<file path="config.mk">
export PLATFORM = sky130hd
export DESIGN_NAME = uart_transmitter
export DESIGN_NICKNAME = d
export VERILOG_FILES = /design/src/rtl/uart_transmitter.sv
export SDC_FILE = /design/constraint.sdc
export NUM_CORES = 1
export LEC_CHECK = 0
export ABC_CLOCK_PERIOD_IN_PS = 5120
export BUFFER_PORTS_ARGS = -buffer_cell sky130_fd_sc_hd__buf_2
export CAP_MARGIN = 20
export CELL_PAD_IN_SITES_DETAIL_PLACEMENT = 0
export CELL_PAD_IN_SITES_GLOBAL_PLACEMENT = 1
export CORE_UTILIZATION = 44
export DETAILED_ROUTE_END_ITERATION = 12
export PLACE_DENSITY_LB_ADDON = 0.1
export REMOVE_ABC_BUFFERS = 1
export SKIP_CTS_REPAIR_TIMING = 1
export SYNTH_ARGS = -nofsm -noshare
export SYNTH_HDL_FRONTEND = slang
export SYNTH_SLANG_ARGS = --single-unit
</file>
<file path="constraint.sdc">
create_clock -name clk -period 5.12 [get_ports clk]
set_input_delay 1.024 -clock clk [delete_from_list [all_inputs] [get_ports clk]]
set_output_delay 1.024 -clock clk [all_outputs]
set_load 0.05 [all_outputs]
</file>
<file path="src/rtl/uart_transmitter.sv">
// UART transmitter: 8N1 framing with optional even parity, CLKS_PER_BIT clocks per bit.
// Every output is registered and updated on the same edge as the state that it reflects.
module uart_transmitter #(
  parameter int CLKS_PER_BIT = 16
) (
  input  logic       clk,
  input  logic       rst_n,
  input  logic       txStart,
  input  logic [7:0] data_in,
  input  logic       parity_en,
  output logic       tx,
  output logic       busy,
  output logic       done
);

  localparam int TW = (CLKS_PER_BIT > 2) ? $clog2(CLKS_PER_BIT) : 1;

  typedef enum logic [2:0] {IDLE, START, DATA, PARITY, STOP} state_t;

  state_t        state_q;
  logic [TW-1:0] timer_q;
  logic [2:0]    index_q;
  logic [7:0]    data_q;
  logic          parity_en_q;
  logic          tx_q;
  logic          busy_q;
  logic          done_q;
  logic          bit_end;

  assign bit_end = (timer_q == TW'(CLKS_PER_BIT - 1));

  always_ff @(posedge clk) begin
    if (!rst_n) begin
      state_q     <= IDLE;
      timer_q     <= '0;
      index_q     <= '0;
      data_q      <= '0;
      parity_en_q <= 1'b0;
      tx_q        <= 1'b1;
      busy_q      <= 1'b0;
      done_q      <= 1'b0;
    end else begin
      done_q <= 1'b0;
      if (state_q == IDLE) begin
        timer_q <= '0;
        index_q <= '0;
        if (txStart) begin
          data_q      <= data_in;
          parity_en_q <= parity_en;
          state_q     <= START;
          tx_q        <= 1'b0;
          busy_q      <= 1'b1;
        end
      end else begin
        timer_q <= bit_end ? '0 : timer_q + 1'b1;
        // The tx value for the next bit is loaded on the same edge the state advances.
        if (bit_end) begin
          case (state_q)
            START: begin
              state_q <= DATA;
              index_q <= '0;
              tx_q    <= data_q[0];
            end
            DATA: begin
              if (index_q == 3'd7) begin
                if (parity_en_q) begin
                  state_q <= PARITY;
                  tx_q    <= ^data_q;
                end else begin
                  state_q <= STOP;
                  tx_q    <= 1'b1;
                end
              end else begin
                index_q <= index_q + 3'd1;
                tx_q    <= data_q[index_q + 3'd1];
              end
            end
            PARITY: begin
              state_q <= STOP;
              tx_q    <= 1'b1;
            end
            STOP: begin
              state_q <= IDLE;
              tx_q    <= 1'b1;
              busy_q  <= 1'b0;
              done_q  <= 1'b1;
            end
            default: begin
              state_q <= IDLE;
              tx_q    <= 1'b1;
              busy_q  <= 1'b0;
            end
          endcase
        end
      end
    end
  end

  assign tx   = tx_q;
  assign busy = busy_q;
  assign done = done_q;

endmodule

</file>
Yosys cells after proc, flatten, opt, wreduce, memory -nomap -nowiden. Cells that the tools add are included.

Order comparisons: 1. Reductions and logical operators: 13. $add $sub $neg: 2. Bitwise logic cells: 2. Mux-type cells: 21. Equal/unequal tests: 10.

Operator list (number): 3-bit 2-to-1 mux (6); 1-bit 2-to-1 mux (11); 3-bit case mux with 3 select lines (1); 3-bit AND reduction (3); 3-bit OR reduction (3); 8-bit parity (1); 3-bit by 2-bit equality test with 1-bit output, second input constant (2); 3-bit equality test, second input constant (2); 3-bit case mux with 2 select lines (1); 4-bit by 1-bit adder with 4-bit output, second input constant (1); 4-bit equality test, second input constant (1); 3-bit by 4-bit less-than comparator with 1-bit output, second input constant (1); 2-bit inequality test, second input constant (2); 2-bit AND reduction (2); 2-bit nonzero test (2); 3-bit by 1-bit adder with 3-bit output, second input constant (1); 1-bit binary-select mux with 3-bit select (1); 3-bit by 1-bit equality test with 1-bit output, second input constant (1); 3-bit zero test (1); 3-bit inequality test, second input constant (1); 2-bit by 1-bit inequality test with 1-bit output, second input constant (1); 1-bit inverter (2); 1-bit case mux with 2 select lines (1); 2-bit OR reduction (1).

Bits of input ports: 12. Register bits: 22. Output and inout port bits: 3. Logic and storage cells: 57.

Logic depth before layout (Yosys ltp). Gate-level depths: netlist of the first run.

Depth after elaboration: 7. Gate-level depth with buffers: 7. Gate-level depth less buffers: 7.

Worst setup path before layout of the first run. No wires, ideal clock.

Path type: flip-flop to flip-flop. Start: register index_q[0]. End: register tx_q (netlist: tx). Cell stages (with the launch flop): 6. Data required time: 4984 ps. Arrival time: 1560 ps. Period minus slack after synthesis: 1696 ps. Buffers on the path: 0. Setup time: 136 ps. Path slack: 3424 ps. Cells stage by stage: dfxtp_1 ha_1 mux4_1 mux2_2 nand2_1 nand4_1.

Cells in the longest elaborated chain, start to end: 7. Elaborated cells on any way between the ends: 8. Classes of those cells: add/sub (1); eq/ne (1); mux (6).

Ends and longest elaborated chain: start: declaration (RTL line 22) `logic [2:0] index_q;`; start signal: assignment (RTL line 74) `index_q <= index_q + 3'd1;`; 3-bit by 1-bit adder with 3-bit output (RTL line 75) `tx_q <= data_q[index_q + 3'd1];`; 1-bit binary-select mux with 3-bit select (RTL line 75); 1-bit 2-to-1 mux (not written as such) (RTL line 75); 1-bit 2-to-1 mux * (RTL line 65) `if (index_q == 3'd7) begin`; 1-bit case mux with 2 select lines * (RTL line 58) `case (state_q)`; 1-bit 2-to-1 mux * (RTL line 57) `if (bit_end) begin`; 1-bit 2-to-1 mux * (RTL line 44) `if (state_q == IDLE) begin`; end signal: assignment (RTL line 62) `tx_q <= data_q[0];`; end signal: assignment (RTL line 68) `tx_q <= ^data_q;`; end signal: assignment (RTL line 75); end: declaration (RTL line 25) `logic tx_q;`.

Every way passes the cells marked *; elsewhere a longest branch is shown, timed or not. The select of a mux whose other input is x is not followed. A chain may end at the register's enable or synchronous reset.

Worst setup path after layout of the first run.
Start: register tx_q (netlist: tx). End: output tx.

RTL lines: end: declaration (RTL line 11) `output logic tx,`.

No word-level cell between the ends.

==> results of run 1 <==
## metrics by stage
step	util [%]	power, W	area [um^2]
after floorplan	-	0.000226	1050
after global placement	51.1	0.000238	1150
after detailed placement	51.1	0.000240	1150
after CTS	52.7	0.000336	1190
after global routing	52.7	0.000353	1190
final	52.7	0.000330	1190
## kinds of logic after synthesis
logic type | Yosys count
and+or+nand+nor | 52
adders and majority gates | 3
DFF | 22
xor gates and xnor gates | 9
muxes | 4
buffers and inverters | 7
AOI/OAI and AO/OA | 25
## power by group
group	leakage [nW]	internal, W	switching (W)	total, W
Clock	0.0210	0.0000434	0.0000519	0.0000953
Combinational	0.250	0.0000232	0.0000256	0.0000488
Sequential	0.180	0.000179	0.00000739	0.000186
Total	0.450	0.000245	0.0000849	0.000330
## how the worst min path moves through the flow
stage | endpoint | slack (ps) | from | cells after the start
2_1_floorplan | timer_q[0] | 430 | timer_q[0] | 1
3_3_place_gp | timer_q[0] | 450 | timer_q[0] | 1
3_5_place_dp | timer_q[0] | 450 | timer_q[0] | 1
4_1_cts | timer_q[0] | 470 | timer_q[0] | 1
5_1_grt | timer_q[0] | 490 | timer_q[0] | 1
6_report | timer_q[0] | 460 | timer_q[0] | 1
## state kept, by name, summed over array words and instances, names as in the netlist
name / cells
index_q: 3
data_q: 8
timer_q: 4
busy: 1
tx: 1
state_q: 3
done: 1
parity_en_q: 1
## cell type report
type	count	area, um^2	share of cell area, %
Inverter	2	7.51	0.632
Clock buffer	4	36.3	3.05
Timing Repair Buffer	14	70.1	5.89
Multi-Input combinational cell	93	599	50.4
Tap cell	28	35.0	2.95
Sequential cell	22	440	37.1
## per-layer routing
metal  track usage (%)  up-vias  share of wire [%]
li1                  -      447                  -
met2              31.4       17                 48
met4              9.46        0                2.1
met1              22.2      396                 47
met5                 0        -                  0
met3              2.98        4                3.0
## cells in the final DEF, fill, tap and decap left out, drive strengths merged
cell type	count
nand2	27
mux2i	1
mux4	2
nor3b	1
xnor2	8
ha	3
nand2b	3
dfxtp	22
nor3	3
nor2	10
a32oi	1
o2111ai	1
nand3	2
clkbuf	4
inv	2
nand4	1
buf	14
mux2	1
o311ai	1
a22oi	2
and2	2
a21boi	12
o32a	1
nor2b	2
a21oi	1
xor2	1
and3	1
o21ai	6
==> results.yml, run 1 <==
critical_path:
  crit_type: "flop to output port"
  startpoint: "tx"
  cp_slowest_cell: "dfxtp_1"
  worst_path_largest_cell_delay_ps: 350
  crit_fanout: 2
  ff2ff_path_depth: 5
  cp.depth: 1
  cp_cell_sequence: "buf_2"
  critical-path-top-delay-family: "flip-flops"
  worstPathArrival_ps: 920
  cp.required_ps: 4100
  timing.rr.end: "tx"
  start_kind: "flop"
  crit_end: "tx"
  crit_buf_inv: 1
  endpoint_kind: "output port"
  r2r-start: "index_q[0]"
  r2r_slack_ps: 3290
logic_synthesis:
  yosysWarnings: 0
  netlist_area_um2: 1070
  synth_cell_type_count: 32
  synth_xor_area_share_pct: 7.34
  synth.area.top_cells: "dfxtp_1 41%, nand2_1 9.4%, a21boi_0 7.0%"
  synth_top_family_by_area: "simple AND/OR/NAND/NOR gates"
  synth_area_per_cell_um2: 8.80
  ys_ff_latch: 22
  async_reset_ff_share_pct: 0
  synth_top_area_cell: "dfxtp_1"
  synth_edf_count: 0
  synthAdderAreaFrac_pct: 3.50
  synth_most_common_cell: "nand2_1"
  synth_top_cells_by_count: "27 x nand2_1, 22 x dfxtp_1, 10 x a21boi_0, 10 x nor2_1, 8 x xnor2_1"
  synth-simple-area-share_pct: 21.7
  yosysSeqAreaShare_pct: 41.0
  synth_compound_area_share_pct: 16.4
  yosysTopAreaCellShare_pct: 41.0
  synth_flop_cell: "dfxtp_1"
  postSynthCellCount: 122
  synth_mux_area_share_pct: 6.88
clock_network:
  clkLatencyLatePin_ps: 310
  cts_buffers: 3
  cts_tree: "done"
  clockRootBuffer: "clkbuf_4"
  clock-sinks: 22
  cts.htree.levels: 1
  clock_path_buffers: 2
  clkSlewWorstSetupHoldPaths_ps: 130
power_and_ir_drop:
  cellPowerDensity_nw_per_um2: 278
  ir_worst_vdd_uv: 169
  leakagePower_nw: 0.450
layout:
  fill_cells: 237
  area_growth_syn_to_layout_pct: 10.7
  diodes: 0
  drive_above_1_share_pct: 14.8
  nets: 151
  final_cells: 163
placed_design:
  dp_cells: 159
  place.gp.congestion: 0.784
  hpwl_mm: 1.48
  pre_cts_ws_ps: 3210
  io_buffer_count: 14
sta:
  hold_violations: 0
  holdWs_ps: 464
  clock_skew_ps: 12.1
  finalCritPeriodShare_pct: 38.1
  slew_headroom_pct: 74.2
  finalCriticalPeriod_ps: 1950
  grt_setup_unrepaired: "false"
  layout_setup_ws_ps: 3170
  fmax_mhz: 513
  setup_violations: 0
  maxSlewViolCount: 0
  fin_tns_setup_ps: 0
  worst-slew-pin-transition_ps: 384
floorplanning:
  dieArea_um2: 2640
  die_width_um: 51.4
  core_region_area_um2: 2250
  fp.dieH_um: 51.4
  ios: 15
  initial_core_util_pct: 47.6
  rows: 17
routing:
  num_vias: 864
  post_drt_wl_per_cell_um: 12.0
  ant_nets: 0
  routed_wl_mm: 1.96
  drc: 0
  drt_iter0_drc: 17
  via_per_inst: 5.30
  dr.pass1.iters: 4
grt:
  grt.overflow.total: 0
  antenna_found_initial: 0
  grt_pass1_vias: 819
  grt_max_degree: 17
  grt.total_usage_pct: 18.5
  grt_pass1_wl_mm: 3.61
run:
  drv_cap: 0
min_path:
  min_path_type: "flop to flop"
outcome:
  status: "finished clean"
(Power assumes the default switching activity.)
==> run 2, diff against run 1 <==
- ABC_CLOCK_PERIOD_IN_PS: 5120 -> 2000
- CORE_UTILIZATION: 44 -> 41
- clock period: 5.12 -> 2 ns (I/O delays scaled with it)
==> results.yml, run 2 (synthesis results as in run 1) <==
grt:
  grt-busiest-layer: "met2"
  grt_max_degree: 17
  grt_pass1_wl_mm: 3.33
  antenna_found_initial: 0
  use_met1_pct: 21.4
  grt.overflow.total: 0
  grt_pass1_vias: 730
  grt.total_usage_pct: 16.5
  use_met3_pct: 2.59
  grtUsageMet2_pct: 27.0
clock_network:
  cts_buffers: 3
  clockRootBuffer: "clkbuf_4"
  clkLatencyLatePin_ps: 300
  clock-sinks: 22
  cts_tree: "done"
  clock_path_buffers: 2
  cts.htree.levels: 1
  clkSlewWorstSetupHoldPaths_ps: 130
power_and_ir_drop:
  total_power_w: 0.000848
  ir_worst_vdd_uv: 443
  cellPowerDensity_nw_per_um2: 712
  leakagePower_nw: 0.450
sta:
  fin_tns_setup_ps: 0
  fmax_mhz: 560
  holdWs_ps: 312
  setup_violations: 0
  maxSlewViolCount: 0
  worst-slew-pin-transition_ps: 403
  finalCriticalPeriod_ps: 1790
  clock_skew_ps: 4.82
  hold_violations: 0
  grt_setup_unrepaired: "false"
  slew_headroom_pct: 73.1
  finalCritPeriodShare_pct: 89.3
placed_design:
  io_buffer_count: 14
  place.gp.congestion: 0.742
  placed_cell_area_um2: 1150
  hpwl_mm: 1.54
critical_path:
  worst_path_largest_cell_delay_ps: 560
  cp_slowest_cell: "mux4_1"
  worstPathArrival_ps: 1970
  critical-path-top-delay-family: "multiplexers"
  crit_fanout: 3
  cp.required_ps: 2190
  crit_buf_inv: 0
  cp_cell_sequence: "ha_1, mux4_1, mux2_2, nand2_1, nand4_1"
  endpoint_kind: "flop"
  crit_type: "flop to flop"
  start_kind: "flop"
layout:
  fill_cells: 282
  final_common_cell: "nand2_1"
  reg_top3: "data_q (8), timer_q (4)"
  diodes: 0
  nets: 151
  area_growth_syn_to_layout_pct: 11.0
  final_cell_mix: "27 x nand2_1, 22 x dfxtp_1, 14 x buf_2, 10 x nor2_1, 10 x a21boi_0"
  drive_above_1_share_pct: 14.8
  fin_area_um2: 1190
  largest_reg_flops: 8
  largest_register: "data_q"
floorplanning:
  die_width_um: 53.2
  rows: 18
  dieArea_um2: 2830
  initial_core_util_pct: 43.3
  core_region_area_um2: 2480
  ios: 15
  fp.dieH_um: 53.2
routing:
  drc: 0
  ant_nets: 0
  num_vias: 847
  via_per_inst: 5.13
  dr.pass1.iters: 4
  routed_wl_mm: 2.07
  post_drt_wl_per_cell_um: 12.6
  drt_iter0_drc: 8
outcome:
  status: "finished clean"
min_path:
  min_path_type: "input port to flop"
run:
  drv_cap: 0
[run 2: cell counts in the layout (fill, tap and decap cells not counted)]
Identical to the previous run, type by type.
[run 2: cell type report]
class                   count  area, um^2  area share (%)
multi-input cells          93         599            50.3
flip-flops and latches     22         440            37.0
well taps                  30        37.5            3.15
inverters                   2        7.51           0.630
clock buffers               4        36.3            3.05
repair buffers             14        70.1            5.88
[run 2: worst paths after layout]
kind	start	endpoint	slack [ps]	cells past startpoint
min	parity_en	parity_en_q	310	3
max	index_q[0]	tx	210	5
min reg2reg	timer_q[0]	timer_q[0]	470	1
max reg2reg	index_q[0]	tx	210	5
[run 2: worst register-to-register path: stages, from the launching register on]
cell and delay (ps):
dfxtp_1 360, ha_1 350, mux4_1 560, mux2_2 270, nand2_1 60, nand4_1 70
[run 2: per-stage QoR]
stage / setup WS (ps) / utilization, % / cells
final: 214 / 48.1 / 165
after global routing: 151 / 48.1 / 165
after CTS: 212 / 48.1 / 165
after detailed placement: 229 / 46.6 / 161
after global placement: 263 / 46.6 / 161
after floorplan: 306 / - / 117
[run 2: per-layer routing]
layer / wire [um] / part of all wire (%)
met1: 997 / 48
met2: 1000 / 48
met3: 58 / 2.8
met4: 15 / 0.72
met5: 0 / 0
[run 2: report_power, final]
group	total, W	internal [W]	switching [W]
clock	0.000247	0.000111	0.000136
combinational	0.000124	0.0000592	0.0000646
sequential	0.000477	0.000458	0.0000192
total	0.000848	0.000628	0.000220
==> run 3, diff against run 2 <==
- BUFFER_PORTS_ARGS: -buffer_cell sky130_fd_sc_hd__buf_2 -> -buffer_cell sky130_fd_sc_hd__buf_4
==> results.yml, run 3 (synthesis results as in run 1) <==
critical_path:
  start_kind: "flop"
  r2r_slack_ps: 220
  crit_type: "flop to flop"
  endpoint_kind: "flop"
  critical-path-top-delay-family: "multiplexers"
  crit_fanout: 3
  cp_slowest_cell: "mux4_1"
  worst_path_largest_cell_delay_ps: 550
  cp_cell_sequence: "ha_1, mux4_1, mux2_2, nand2_1, nand4_1"
  ff2ff_path_depth: 5
  startpoint: "index_q[0]"
  cp.required_ps: 2200
  worstPathArrival_ps: 1980
  r2r-start: "index_q[0]"
  crit_buf_inv: 0
  timing.rr.end: "tx"
clock_network:
  clockRootBuffer: "clkbuf_4"
  clkSlewWorstSetupHoldPaths_ps: 120
  cts_tree: "done"
  clock-sinks: 22
  clock_path_buffers: 2
  cts.htree.levels: 1
  clkLatencyLatePin_ps: 310
  cts_buffers: 3
grt:
  grt_pass1_vias: 733
  grt_pass1_wl_mm: 3.23
  grt.overflow.total: 0
  antenna_found_initial: 0
  grt.total_usage_pct: 16.1
  grt_max_degree: 17
sta:
  setup_violations: 0
  fmax_mhz: 562
  fin_tns_setup_ps: 0
  finalCriticalPeriod_ps: 1780
  worst-slew-pin-transition_ps: 413
  hold_violations: 0
  maxSlewViolCount: 0
  slew_headroom_pct: 72.4
  finalCritPeriodShare_pct: 89.0
  grt_setup_unrepaired: "false"
  clock_skew_ps: 2.48
  holdWs_ps: 319
min_path:
  min_path_type: "input port to flop"
  holdPathEnd: "data_q[2]"
  min_from: "data_in[2]"
  min_path_cells: 3
power_and_ir_drop:
  leakagePower_nw: 0.461
  ir_worst_vdd_uv: 461
  cellPowerDensity_nw_per_um2: 699
floorplanning:
  dieArea_um2: 2830
  die_width_um: 53.2
  fp.dieH_um: 53.2
  core_region_area_um2: 2480
  ios: 15
  rows: 18
  initial_core_util_pct: 43.3
layout:
  nets: 151
  fin_area_um2: 1230
  drive_above_1_share_pct: 14.8
  diodes: 0
  area_growth_syn_to_layout_pct: 14.2
  final_cell_mix: "27 x nand2_1, 22 x dfxtp_1, 14 x buf_4, 10 x nor2_1, 10 x a21boi_0"
  reg_top3: "data_q (8), timer_q (4)"
  final_common_cell: "nand2_1"
  largest_register: "data_q"
  largest_reg_flops: 8
placed_design:
  placed_cell_area_um2: 1190
  place.gp.congestion: 0.723
  hpwl_mm: 1.51
  io_buffer_count: 14
routing:
  drc: 0
  post_drt_wl_per_cell_um: 12.1
  drt_iter0_drc: 7
  dr.pass1.iters: 3
  routed_wl_mm: 2.00
  num_vias: 842
  ant_nets: 0
  via_per_inst: 5.10
run:
  drv_cap: 0
outcome:
  status: "finished clean"
-- run 3: how the worst max path moves through the flow --
stage | end | slack (ps) | cells after the start
after floorplan | tx | 310 | 5
after global placement | tx | 270 | 5
after detailed placement | tx | 230 | 5
after CTS | tx | 210 | 5
after global routing | index_q[1] | 180 | 7
final | tx | 220 | 5
-- run 3: worst reg2reg max path, stage by stage, from the launching register on --
cell and delay, ps:
dfxtp_1 360, ha_1 350, mux4_1 550, mux2_2 270, nand2_1 70, nand4_1 70
-- run 3: layout make-up --
cell class                      count  area (um^2)
Clock buffer                        4         36.3
Fill cell                         257         1250
Inverter                            2         7.51
Multi-Input combinational cell     93          599
Sequential cell                    22          440
Tap cell                           30         37.5
Timing Repair Buffer               14          105
-- run 3: routing by layer --
| layer | share of wire [%] | GRT usage [%] | vias to the layer above |
|---|---|---|---|
| li1 | - | - | 445 |
| met1 | 51 | 20.9 | 380 |
| met2 | 45 | 24.9 | 12 |
| met3 | 1.9 | 2.59 | 5 |
| met4 | 2.7 | 9.21 | 0 |
| met5 | 0 | 0 | - |
-- run 3: per-stage QoR --
| stage | worst slack (ps) | total power (W) | utilization (%) | std cells |
|---|---|---|---|---|
| 3_3_place_gp | 265 | 0.000620 | 48.0 | 161 |
| 5_1_grt | 181 | 0.000903 | 49.5 | 165 |
| 4_1_cts | 215 | 0.000873 | 49.5 | 165 |
| 6_report | 219 | 0.000857 | 49.5 | 165 |
| 3_5_place_dp | 230 | 0.000622 | 48.0 | 161 |
| 2_1_floorplan | 306 | 0.000578 | - | 117 |
-- run 3: where the power goes --
group	internal (W)	switching [W]
clock network	0.000111	0.000137
logic	0.0000674	0.0000648
registers	0.000458	0.0000185
